===== src/rtl/a2d_arbiter_if.sv =====
// Bus bundle between the A2D arbiter, its two requesters and the A2D converter.
// master = arbiter view, slave = requester/converter view.
interface a2d_arbiter_if #(
    parameter int CHNL_W = 3,
    parameter int RES_W  = 12
);
    logic              req0_strt;
    logic [CHNL_W-1:0] req0_chnnl;
    logic              req0_cmplt;
    logic [RES_W-1:0]  req0_res;
    logic              req0_busy;

    logic              req1_strt;
    logic [CHNL_W-1:0] req1_chnnl;
    logic              req1_cmplt;
    logic [RES_W-1:0]  req1_res;
    logic              req1_busy;

    logic              a2d_strt;
    logic [CHNL_W-1:0] a2d_chnnl;
    logic              a2d_cmplt;
    logic [RES_W-1:0]  a2d_res;
    logic              timeout_err;

    modport master (
        input  req0_strt, req0_chnnl, req1_strt, req1_chnnl, a2d_cmplt, a2d_res,
        output req0_cmplt, req0_res, req0_busy, req1_cmplt, req1_res, req1_busy,
        output a2d_strt, a2d_chnnl, timeout_err
    );

    modport slave (
        output req0_strt, req0_chnnl, req1_strt, req1_chnnl, a2d_cmplt, a2d_res,
        input  req0_cmplt, req0_res, req0_busy, req1_cmplt, req1_res, req1_busy,
        input  a2d_strt, a2d_chnnl, timeout_err
    );
endinterface


===== src/rtl/a2d_arbiter.sv =====
// Two-requester arbiter for the single A2D converter, with stall timeout.
// Define A2D_ARB_RR_EN for round-robin; otherwise requester 0 has fixed priority.
module a2d_arbiter #(
    parameter int CHNL_W  = 3,
    parameter int RES_W   = 12,
    parameter int TIMEOUT = 4095
) (
    input  logic         clk,
    input  logic         rst_n,
    a2d_arbiter_if.master bus
);
    localparam int TMR_W = $clog2(TIMEOUT + 1);

    typedef enum logic [1:0] {IDLE, ISSUE, WAIT} state_t;

    state_t                        state_q, state_d;
    logic [1:0]                    pend_q, pend_d;
    logic [1:0][CHNL_W-1:0]        chnl_q, chnl_d;
    logic [1:0][RES_W-1:0]         res_q, res_d;
    logic [1:0]                    cmplt_q, cmplt_d;
    logic                          terr_q, terr_d;
    logic                          gnt_q, gnt_d;
    logic [TMR_W-1:0]              timer_q, timer_d;
    logic [CHNL_W-1:0]             a2d_chnnl_q, a2d_chnnl_d;
    logic                          winner;

`ifdef A2D_ARB_RR_EN
    logic                          ptr_q, ptr_d;

    // Pointer only breaks ties; a lone pending requester always wins.
    always_comb begin
        winner = pend_q[0] ? 1'b0 : 1'b1;
        if (pend_q == 2'b11) begin
            winner = ptr_q;
        end
    end

    always_comb begin
        ptr_d = ptr_q;
        if (state_q == IDLE && pend_q != 2'b00) begin
            ptr_d = ~winner;
        end
    end

    always_ff @(posedge clk or negedge rst_n) begin
        if (!rst_n) begin
            ptr_q <= 1'b0;
        end else begin
            ptr_q <= ptr_d;
        end
    end
`else
    always_comb begin
        winner = pend_q[0] ? 1'b0 : 1'b1;
    end
`endif

    always_comb begin
        state_d     = state_q;
        pend_d      = pend_q;
        chnl_d      = chnl_q;
        res_d       = res_q;
        cmplt_d     = '0;
        terr_d      = 1'b0;
        gnt_d       = gnt_q;
        timer_d     = timer_q;
        a2d_chnnl_d = a2d_chnnl_q;

        // A start while already pending is dropped and keeps the first channel.
        if (bus.req0_strt && !pend_q[0]) begin
            pend_d[0] = 1'b1;
            chnl_d[0] = bus.req0_chnnl;
        end
        if (bus.req1_strt && !pend_q[1]) begin
            pend_d[1] = 1'b1;
            chnl_d[1] = bus.req1_chnnl;
        end

        case (state_q)
            IDLE: begin
                if (pend_q != 2'b00) begin
                    gnt_d       = winner;
                    a2d_chnnl_d = chnl_q[winner];
                    state_d     = ISSUE;
                end
            end
            ISSUE: begin
                timer_d = '0;
                state_d = WAIT;
            end
            WAIT: begin
                if (bus.a2d_cmplt) begin
                    res_d[gnt_q]   = bus.a2d_res;
                    cmplt_d[gnt_q] = 1'b1;
                    pend_d[gnt_q]  = 1'b0;
                    state_d        = IDLE;
                end else if (timer_q == TMR_W'(TIMEOUT)) begin
                    res_d[gnt_q]   = '0;
                    cmplt_d[gnt_q] = 1'b1;
                    terr_d         = 1'b1;
                    pend_d[gnt_q]  = 1'b0;
                    state_d        = IDLE;
                end else begin
                    timer_d = timer_q + TMR_W'(1);
                end
            end
            default: begin
                state_d = IDLE;
            end
        endcase
    end

    always_ff @(posedge clk or negedge rst_n) begin
        if (!rst_n) begin
            state_q     <= IDLE;
            pend_q      <= '0;
            chnl_q      <= '0;
            res_q       <= '0;
            cmplt_q     <= '0;
            terr_q      <= 1'b0;
            gnt_q       <= 1'b0;
            timer_q     <= '0;
            a2d_chnnl_q <= '0;
        end else begin
            state_q     <= state_d;
            pend_q      <= pend_d;
            chnl_q      <= chnl_d;
            res_q       <= res_d;
            cmplt_q     <= cmplt_d;
            terr_q      <= terr_d;
            gnt_q       <= gnt_d;
            timer_q     <= timer_d;
            a2d_chnnl_q <= a2d_chnnl_d;
        end
    end

    assign bus.a2d_strt    = (state_q == ISSUE);
    assign bus.a2d_chnnl   = a2d_chnnl_q;
    assign bus.timeout_err = terr_q;
    assign bus.req0_cmplt  = cmplt_q[0];
    assign bus.req0_res    = res_q[0];
    assign bus.req0_busy   = pend_q[0];
    assign bus.req1_cmplt  = cmplt_q[1];
    assign bus.req1_res    = res_q[1];
    assign bus.req1_busy   = pend_q[1];
endmodule

===== src/flat_wrapper.sv =====
// flat-port wrapper written by rule: the top's interface ports become plain ports
module a2d_arbiter_flat 
#(
    parameter int CHNL_W  = 3,
    parameter int RES_W   = 12,
    parameter int TIMEOUT = 4095
)
  (clk, rst_n, bus_req0_strt, bus_req0_chnnl, bus_req1_strt, bus_req1_chnnl, bus_a2d_cmplt, bus_a2d_res, bus_req0_cmplt, bus_req0_res, bus_req0_busy, bus_req1_cmplt, bus_req1_res, bus_req1_busy, bus_a2d_strt, bus_a2d_chnnl, bus_timeout_err);
  a2d_arbiter_if #(.CHNL_W(CHNL_W), .RES_W(RES_W)) bus_i ();
  input  logic clk;
  input  logic rst_n;
  input wire logic [$bits(bus_i.req0_strt)-1:0] bus_req0_strt;
  input wire logic [$bits(bus_i.req0_chnnl)-1:0] bus_req0_chnnl;
  input wire logic [$bits(bus_i.req1_strt)-1:0] bus_req1_strt;
  input wire logic [$bits(bus_i.req1_chnnl)-1:0] bus_req1_chnnl;
  input wire logic [$bits(bus_i.a2d_cmplt)-1:0] bus_a2d_cmplt;
  input wire logic [$bits(bus_i.a2d_res)-1:0] bus_a2d_res;
  output wire logic [$bits(bus_i.req0_cmplt)-1:0] bus_req0_cmplt;
  output wire logic [$bits(bus_i.req0_res)-1:0] bus_req0_res;
  output wire logic [$bits(bus_i.req0_busy)-1:0] bus_req0_busy;
  output wire logic [$bits(bus_i.req1_cmplt)-1:0] bus_req1_cmplt;
  output wire logic [$bits(bus_i.req1_res)-1:0] bus_req1_res;
  output wire logic [$bits(bus_i.req1_busy)-1:0] bus_req1_busy;
  output wire logic [$bits(bus_i.a2d_strt)-1:0] bus_a2d_strt;
  output wire logic [$bits(bus_i.a2d_chnnl)-1:0] bus_a2d_chnnl;
  output wire logic [$bits(bus_i.timeout_err)-1:0] bus_timeout_err;
  assign bus_i.req0_strt = bus_req0_strt;
  assign bus_i.req0_chnnl = bus_req0_chnnl;
  assign bus_i.req1_strt = bus_req1_strt;
  assign bus_i.req1_chnnl = bus_req1_chnnl;
  assign bus_i.a2d_cmplt = bus_a2d_cmplt;
  assign bus_i.a2d_res = bus_a2d_res;
  assign bus_req0_cmplt = bus_i.req0_cmplt;
  assign bus_req0_res = bus_i.req0_res;
  assign bus_req0_busy = bus_i.req0_busy;
  assign bus_req1_cmplt = bus_i.req1_cmplt;
  assign bus_req1_res = bus_i.req1_res;
  assign bus_req1_busy = bus_i.req1_busy;
  assign bus_a2d_strt = bus_i.a2d_strt;
  assign bus_a2d_chnnl = bus_i.a2d_chnnl;
  assign bus_timeout_err = bus_i.timeout_err;
  a2d_arbiter #(.CHNL_W(CHNL_W), .RES_W(RES_W), .TIMEOUT(TIMEOUT)) u_core (.clk(clk), .rst_n(rst_n), .bus(bus_i));
endmodule

===== config.mk =====
export PLATFORM = sky130hd
export DESIGN_NAME = a2d_arbiter_flat
export DESIGN_NICKNAME = d
export VERILOG_FILES = /design/src/rtl/a2d_arbiter_if.sv /design/src/rtl/a2d_arbiter.sv /design/src/flat_wrapper.sv
export SDC_FILE = /design/constraint.sdc
export NUM_CORES = 1
export LEC_CHECK = 0
export BUFFER_PORTS_ARGS = -buffer_cell sky130_fd_sc_hd__buf_4
export CAP_MARGIN = 20
export CELL_PAD_IN_SITES_DETAIL_PLACEMENT = 1
export CELL_PAD_IN_SITES_GLOBAL_PLACEMENT = 1
export CORE_ASPECT_RATIO = 1.5
export CORE_MARGIN = 2
export CORE_UTILIZATION = 41
export DETAILED_ROUTE_END_ITERATION = 10
export GPL_TIMING_DRIVEN = 0
export PLACE_DENSITY = 0.82
export SLEW_MARGIN = 20
export SYNTH_ARGS = -nofsm -noshare
export SYNTH_HDL_FRONTEND = slang
export SYNTH_SLANG_ARGS = --single-unit

===== constraint.sdc =====
create_clock -name clk -period 2.3 [get_ports clk]
set_input_delay 0.46 -clock clk [delete_from_list [all_inputs] [get_ports clk]]
set_output_delay 0.46 -clock clk [all_outputs]
set_load 0.005 [all_outputs]

After elaboration in Yosys (flattened, before gate mapping)
Index checks and enable logic that the tools add are counted.
{ "classes": {"n_addsub": 1, "n_lt_le_gt_ge": 3, "eq_ne": 7, "muxes": 28, "bitwise_logic": 4, "reduce_logical": 13} }
{ "op_table": {"columns": ["operator", "n"], "rows": [
  ["24-bit 2-to-1 mux", 2],
  ["12-bit 2-to-1 mux", 3],
  ["24-bit bitwise AND", 1],
  ["24-bit bitwise mux", 1],
  ["24-bit NOT", 1],
  ["12-bit one-hot mux with 2 select lines", 1],
  ["2-bit 2-to-1 mux", 9],
  ["12-bit by 1-bit adder with 12-bit output, second input constant", 1],
  ["12-bit demux with 1-bit select", 1],
  ["12-bit == test, second input constant", 1],
  ["1-bit 2-to-1 mux", 7],
  ["3-bit 2-to-1 mux", 2],
  ["2-bit one-hot mux with 3 select lines", 1],
  ["2-bit AND reduction", 3],
  ["2-bit nonzero test", 3],
  ["1-bit by 2-bit < comparator with 1-bit output, second input constant", 2],
  ["2-bit != test, second input constant", 2],
  ["1-bit logical AND", 3],
  ["3-bit by 2-bit != test with 1-bit output, second input constant", 1],
  ["3-bit AND reduction", 1],
  ["2-bit bitwise AND", 1],
  ["2-bit by 1-bit == test with 1-bit output, second input constant", 1],
  ["2-bit == test, second input constant", 1],
  ["1-bit logical NOT", 2],
  ["5 further kinds", 5]
]} }
{ "word_totals": {"regBits": 53, "inputBits": 23, "output_inout_bits": 33, "elab_cells": 67} }

Logic depth before layout (Yosys ltp)
Gate-level depths: netlist (run 1).
{ "depth": {"word_depth": 9, "mapped_depth": 6, "mapped_depth_nobuf": 5} }

Least setup slack after synthesis (run 1)
OpenSTA, ideal clock, no wires.
{ "synth_timing": {"kind": "register -> register", "from": "register u_core.timer_q[0]", "to": "register u_core.res_q, in the netlist u_core.bus.req0_res[0]", "setup_ps": 121, "t_arrival_ps": 1662, "required_ps": 2179, "slack_ps": 517, "stages_incl_launch_ff": 7, "n_path_buf": 1, "synth_period_minus_slack_ps": 1783, "cell_sequence": "dfrtp_1 > ha_1 > inv_1 > o41ai_4 > nand2_2 > buf_6 > a22o_1"} }
{ "synth_via": {"elab_chain_cells": 3} }
{ "synth_lines": {"columns": ["element", "line_no", "text"], "rows": [
  ["from (decl)", "a2d_arbiter.sv:23", "logic [TMR_W-1:0] timer_q, timer_d;"],
  ["from (signal assigned)", "a2d_arbiter.sv:132", "timer_q <= timer_d;"],
  ["12-bit == test", "a2d_arbiter.sv:97", "end else if (timer_q == TMR_W'(TIMEOUT)) begin"],
  ["2-bit nonzero test (no line)", null, null],
  ["2-bit AND reduction (no line)", null, null],
  ["to (signal assigned)", "a2d_arbiter.sv:128", "res_q <= res_d;"],
  ["to (decl)", "a2d_arbiter.sv:19", "logic [1:0][RES_W-1:0] res_q, res_d;"]
]} }
Every way passes these cells.
A chain may end at the register's enable or synchronous reset.

Worst setup path in the final report (run 1)
{ "layout_timing": {"from": "register u_core.timer_q[0]", "to": "register u_core.res_q, in the netlist u_core.bus.req0_res[6]"} }
The elaborated chain is that of the path after synthesis.

==> summary.txt, run 1 <==
Drt
  – Drt initial violations: between 50 and 60
  – Uppermost layer routed: met4
  – Vias/cell: ~5.5
  – DRC: 0
  – ANT nets after route: 0
  – Met3 wire len: 172 um
  – Routed wire length: 5.58 mm
  – Metal-1 WL: 2.16 mm
  – DR pass1 iterations: 4
  – DR WL/cell: around 18 um
  – Routed met2 length: 3.13 mm
  – Vias: 1745

Die
  – Row count: 33
  – Die area: 6090 sq um
  – IO Count: 56
  – Die Span X: about 64 um
  – Floorplan core area: 5370 sq um
  – Die height: 94.6 um
  – Starting density of the core: 41.8%

Placed design
  – PortBufs: 55
  – DPL Wire Length: roughly 4.1 mm
  – Placer Congestion: around 0.82

Synthesis
  – Yosys warns: 0
  – Largest area contributor in the netlist: dfrtp_1
  – Top_reg_cell synth: dfrtp_1
  – Synthesized Nets: roughly 210
  – Register area share after synthesis: about 59%
  – Post-synthesis instance total: 185
  – Top cells by count, synth: dfrtp_1, a22o_1, nand2_1
  – Post-synth top area share: 59.2%
  – Post-synth EDFFs: 0
  – Most frequent cell after synthesis: dfrtp_1
  – Leading post-synthesis cells by cell area: dfrtp_1, a22o_1, mux2i_1, mux2_2, o21ai_0
  – Post-synthesis average cell area: approximately 12 sq um
  – Synth unique cells: 36
  – Post-synthesis register bit count: 53
  – Area of the mapped netlist: 2240 sq um
  – Synth async-reset ratio: 100%

GRT
  – Tot GR Track Use: between 20% and 30%
  – Vias in the first global route: 1897
  – Global route total overflow: 0
  – Pin count of the biggest net entering global routing: 54
  – First-pass GRT wire length: around 9.4 mm
  – Initial antenna violation count: 0

Cells and area
  – Area growth syn-to-layout: 27.2%
  – Final nets: 271
  – Fillers: 595
  – ANT cells: 0
  – Share of layout cells above drive strength 1: 31.6%

STA
  – Max Freq: 0.478 GHz
  – Final hold violation count: 0
  – Crit path time final: 2.09 ns
  – RSZ-0062 raised after global routing: false
  – Setup TNS: 0 ns
  – Clock skew: approximately 0.0046 ns
  – Slew Limit Fails: 0
  – Final setup violating endpoints: 0
  – Part of the cycle the worst path needs: 90.9%
  – Worst Tran Pin Value: 0.670 ns
  – Max transition margin: approximately 55%

Power
  – Internal power: 2.23 mW
  – LEAKAGE: 1.36 nW
  – P per Cell Area: 1150 nW/um^2
  – Clock power share: between 10% and 20%
  – P_sw: approximately 1.0 mW
  – Combinational power share: 35.6%
  – Max VDD drop: ~0.57 mV
  – Power Total: 3.27 mW
  – Flop pwr share: 45.8%
  – Switch share: 32.0%

Setup path
  – R2R cell count: 6
  – Worst Setup Start Kind: flip-flop
  – RR Startpoint: u_core.timer_q[0]
  – Capturing point of the worst reg2reg path: u_core.bus.req0_res[6]
  – Kind of critical path: reg -> reg
  – Critical Path Sink: u_core.bus.req0_res[6]
  – Data arrival, critical path: between 2 and 2.5 ns
  – Crit path max fanout: 10
  – Worst reg2reg setup slack: approximately 0.21 ns
  – Launch point of the worst path: u_core.timer_q[0]
  – WP data required: about 2.5 ns
  – Crit path capture type: flip-flop

CTS
  – CTS tree: yes
  – Worst skew pair latency: 0.31 ns
  – CTS Buf Count: 5
  – Cts-stage hold buffer count: 0
  – CTS clk-pin slew, worst paths: 0.09 ns
  – # H-tree levels: 2
  – Sinks on Clock Net: 53
  – CTS Buffer Depth: 2
  – Clock root buffer: clkbuf_8

Worst hold path
  – Min-Delay Path Class: in -> async

Flow run
  – # Max-Cap Violations: 0

Run status
  – Status: finished, final reports clean
sequential cells by signal, summed over array words and instances (netlist names):
name	cells
u_core.bus.timeout_err	1
u_core.cmplt_q	2
u_core.timer_q	12
u_core.bus.a2d_chnnl	3
u_core.state_q	2
u_core.bus.req0_res	12
u_core.gnt_q	1
u_core.pend_q	2
u_core.bus.req1_res	12
u_core.chnl_q	6
final cells by class:
| cell class | count | area [sq um] | share of cell area, % |
|---|---|---|---|
| clock inverter | 2 | 35.0 | 1.23 |
| multi-input combinational | 116 | 847 | 29.7 |
| timing repair buffer | 55 | 413 | 14.5 |
| tap | 70 | 87.6 | 3.07 |
| buffer | 8 | 45.0 | 1.58 |
| clock buffer | 5 | 68.8 | 2.41 |
| sequential | 53 | 1330 | 46.5 |
| inverter | 8 | 30.0 | 1.05 |
cells by family after synthesis:
family / after synthesis / share of synthesized area [%]
compound gates: 51 / 17.8
fa+ha+maj: 1 / 0.558
buf+inv: 16 / 3.35
flops: 53 / 59.2
mux: 13 / 6.14
simple gates: 51 / 13.0
worst max-delay path, cell delays in order (launching register included):
cell and delay (ns):
dfrtp_1 0.42, ha_1 0.24, inv_1 0.15, o41ai_4 0.57, nand2_2 0.17, buf_6 0.19
a22o_1 0.23
metrics by stage:
stage / worst slack (ns) / cells / util [%] / cell area [sq um] / hold WS [ns]
floorplan: 0.517 / 185 / - / 2240 / 0.164
detailed placement: 0.153 / 310 / 51.1 / 2740 / 0.472
global placement: 0.240 / 310 / 51.1 / 2740 / 0.466
global route: 0.0662 / 317 / 53.1 / 2850 / 0.213
finish: 0.210 / 317 / 53.1 / 2850 / 0.173
CTS: 0.154 / 317 / 53.0 / 2850 / 0.202
metal layers:
metal  vias up  GRT usage (%)
met5         -              0
met4         0           9.40
met3         8           4.17
met2        33           37.6
met1       897           22.1
li1        807              -
power by group through the flow:
stage	sequential (mW)	clock (mW)	combinational, mW
after floorplan	1.48	0	0.567
after global placement	1.50	0	1.13
after detailed placement	1.51	0	1.19
after CTS	1.50	0.631	1.19
after global routing	1.55	0.661	1.29
final	1.50	0.612	1.16
cells in the final DEF (no fill, tap or decap), types with 2 or more instances in the layout:
cell type | netlist | routed
buf_4 | 0 | 55
dfrtp_1 | 53 | 53
a22o_1 | 24 | 24
nand2_1 | 12 | 12
nor2_1 | 9 | 9
o21ai_0 | 9 | 9
inv_1 | 8 | 8
mux2i_1 | 7 | 7
clkbuf_1 | 6 | 6
nand3_1 | 6 | 6
mux2_2 | 6 | 6
nor3_1 | 5 | 5
a21oi_1 | 5 | 5
clkbuf_8 | 0 | 5
o311ai_0 | 3 | 3
nand4_1 | 2 | 2
nand2b_1 | 2 | 2
buf_6 | 2 | 2
o21a_1 | 2 | 2
nor4_1 | 3 | 2
and3_1 | 2 | 2
a31oi_1 | 2 | 2
nor2b_1 | 2 | 2
worst min-delay path by stage:
stage                       startpoint  cells past startpoint                       to  slack, ns
4_1_cts                          rst_n                      1         u_core.chnl_q[0]       0.20
6_report                         rst_n                      1  u_core.bus.a2d_chnnl[2]       0.17
2_1_floorplan                    rst_n                      0  u_core.bus.a2d_chnnl[0]       0.16
5_1_grt                          rst_n                      1         u_core.chnl_q[2]       0.21
3_5_place_dp        u_core.timer_q[11]                      1       u_core.timer_q[11]       0.47
3_3_place_gp   u_core.bus.a2d_chnnl[0]                      2  u_core.bus.a2d_chnnl[0]       0.47
repair_timing:
action	in CTS	in global routing
gates resized for setup	0	1
setup buffers	0	0
endpoints found under the setup margin	0	3
No activity file was read; power rests on OpenSTA's default activity.
==> run 2, diff against run 1 <==
--- a/config.mk
+++ b/config.mk
@@ -5,7 +5,7 @@
 export SDC_FILE = /design/constraint.sdc
 export NUM_CORES = 1
 export LEC_CHECK = 0
-export BUFFER_PORTS_ARGS = -buffer_cell sky130_fd_sc_hd__buf_4
+export BUFFER_PORTS_ARGS = -buffer_cell sky130_fd_sc_hd__buf_2
 export CAP_MARGIN = 20
 export CELL_PAD_IN_SITES_DETAIL_PLACEMENT = 1
 export CELL_PAD_IN_SITES_GLOBAL_PLACEMENT = 1
@@ -15,6 +15,7 @@
 export DETAILED_ROUTE_END_ITERATION = 10
 export GPL_TIMING_DRIVEN = 0
 export PLACE_DENSITY = 0.82
+export SETUP_SLACK_MARGIN = 0.5
 export SLEW_MARGIN = 20
 export SYNTH_ARGS = -nofsm -noshare
 export SYNTH_HDL_FRONTEND = slang
==> run 2 against run 1 <==
Flip-flop and latch count did not move. Final cell count rose by 7.6%. Hold slack is essentially flat. Wire length rose by 12%. Total power is 1.6% higher. Critical endpoint is now u_core.timer_q[9]. Sequential power hardly changed. Maximum frequency up 14%. Count of clock-buffer cells in the layout grew 1. Global-route usage is 0.13 points higher.
==> summary.txt, run 2 (synthesized netlist as in run 1, its figures left out) <==
Drt
  – ANT nets after route: 0
  – DR pass1 iterations: 4
  – DRC: 0
  – Vias/cell: 5.39
  – Drt initial violations: 99
  – Routed wire length: 6.26 mm
  – DR WL/cell: 18.4 um
  – Vias: 1839

CTS
  – CTS Buffer Depth: 2
  – Sinks on Clock Net: between 50 and 60
  – # H-tree levels: 2
  – CTS Buf Count: 5
  – Worst skew pair latency: about 0.31 ns
  – Cts-stage hold buffer count: 0
  – CTS clk-pin slew, worst paths: 0.09 ns
  – Clock root buffer: clkbuf_8
  – CTS tree: yes

Setup path
  – Capturing point of the worst reg2reg path: u_core.timer_q[9]
  – Worst Setup Start Kind: flip-flop
  – Kind of critical path: reg -> reg
  – Launch point of the worst path: u_core.timer_q[6]
  – Data arrival, critical path: 2.07 ns
  – RR Startpoint: u_core.timer_q[6]
  – Crit path max fanout: 7
  – Crit path capture type: flip-flop
  – R2R cell count: 6
  – WP data required: 2.53 ns
  – Worst reg2reg setup slack: 0.47 ns

GRT
  – Vias in the first global route: 1905
  – Pin count of the biggest net entering global routing: 54
  – Initial antenna violation count: 0
  – Global route total overflow: 0
  – First-pass GRT wire length: 9.54 mm
  – Tot GR Track Use: 20.5%

Die
  – Floorplan core area: approximately 5400 sq um
  – Die area: 6090 sq um
  – IO Count: 56
  – Die height: 94.6 um
  – Row count: 33
  – Die Span X: about 64 um
  – Starting density of the core: 41.8%

STA
  – RSZ-0062 raised after global routing: true
  – Setup TNS: 0 ns
  – Max Freq: 0.545 GHz
  – Clock skew: around 0.014 ns
  – Max transition margin: 55.3%
  – Worst Tran Pin Value: 0.670 ns
  – Part of the cycle the worst path needs: 79.7%
  – Crit path time final: 1.83 ns
  – Setup WS post-layout: 0.467 ns
  – Slew Limit Fails: 0
  – Final hold violation count: 0
  – Final setup violating endpoints: 0

Flow run
  – # Max-Cap Violations: 0

Power
  – Flop pwr share: 45.3%
  – Max VDD drop: slightly below 0.7 mV
  – Power Total: 3.32 mW
  – Internal power: around 2.2 mW
  – LEAKAGE: 1.48 nW
  – Clock power share: 20.0%
  – P_sw: approximately 1.1 mW
  – Combinational power share: 34.8%
  – Switch share: ~33%
  – P per Cell Area: 1110 nW/um^2

Cells and area
  – ANT cells: 0
  – Share of layout cells above drive strength 1: 42.8%
  – Commonest non-fill, non-tap cell in the layout: buf_2
  – Most frequent cells in the layout: buf_2, dfrtp_1, a22o_1
  – Final nets: 294
  – Area growth syn-to-layout: 33.3%

Run status
  – Status: finished, final reports clean

Placed design
  – Placer Congestion: 0.799
  – PortBufs: 55
  – Placement Setup Slack: 0.197 ns
  – DPL Wire Length: between 3 and 4 mm

Worst hold path
  – Min-Delay Path Class: in -> async
==> run 2: power by group through the flow <==
stage          Sequential (mW)  Clock [mW]  Combinational, mW
2_1_floorplan             1.48           0              0.567
3_3_place_gp              1.49           0              0.982
3_5_place_dp              1.50           0               1.03
4_1_cts                   1.50       0.689               1.09
5_1_grt                   1.55       0.717               1.28
6_report                  1.50       0.664               1.16
==> run 2: per-layer routing <==
metal  share of wire [%]  GRT usage, %  vias to the layer above  wire (um)
li1                    -             -                      858          -
met4                 3.0          9.04                        0        189
met2                  57          37.5                       44       3580
met1                  37          23.5                      924       2300
met3                 2.9          2.98                       13        184
met5                   0             0                        -          0
==> run 2: cell type report <==
type	count	area, sq um
clock buffer	6	82.6
inverter	8	35.0
buffer	8	56.3
tap	70	87.6
clock inverter	2	37.5
multi-input combinational	116	882
fill	603	2380
sequential	53	1330
timing repair buffer	78	475
==> run 2: worst max-delay path: stages (launching register included) <==
cell	delay (ns)
dfrtp_2	0.42
nand4_1	0.19
buf_4	0.19
or4_1	0.43
buf_4	0.19
nand4_1	0.14
mux2i_1	0.20
==> run 2: what timing repair did <==
| action | 4_1_cts | 5_1_grt |
|---|---|---|
| gates cloned | 0 | 2 |
| pin swaps | 4 | 10 |
| buffers inserted | 10 | 11 |
| setup endpoints to repair | 40 | 28 |
| resized for setup | 11 | 19 |
==> run 2: how the worst max path moves through the flow <==
stage	end
2_1_floorplan	u_core.bus.req0_res[0]
3_5_place_dp	u_core.bus.req0_res[1]
6_report	u_core.timer_q[9]
3_3_place_gp	u_core.bus.req0_res[6]
5_1_grt	u_core.bus.req1_res[8]
4_1_cts	u_core.timer_q[3]
==> run 2: metrics by stage <==
step                instances  hold WS (ns)  cell area, sq um  util (%)
floorplan                 185         0.164              2240         -
global placement          310         0.458              2610      48.5
detailed placement        310         0.469              2610      48.6
CTS                       328         0.192              2830      52.7
global route              341         0.222              2990      55.7
finish                    341         0.174              2990      55.7
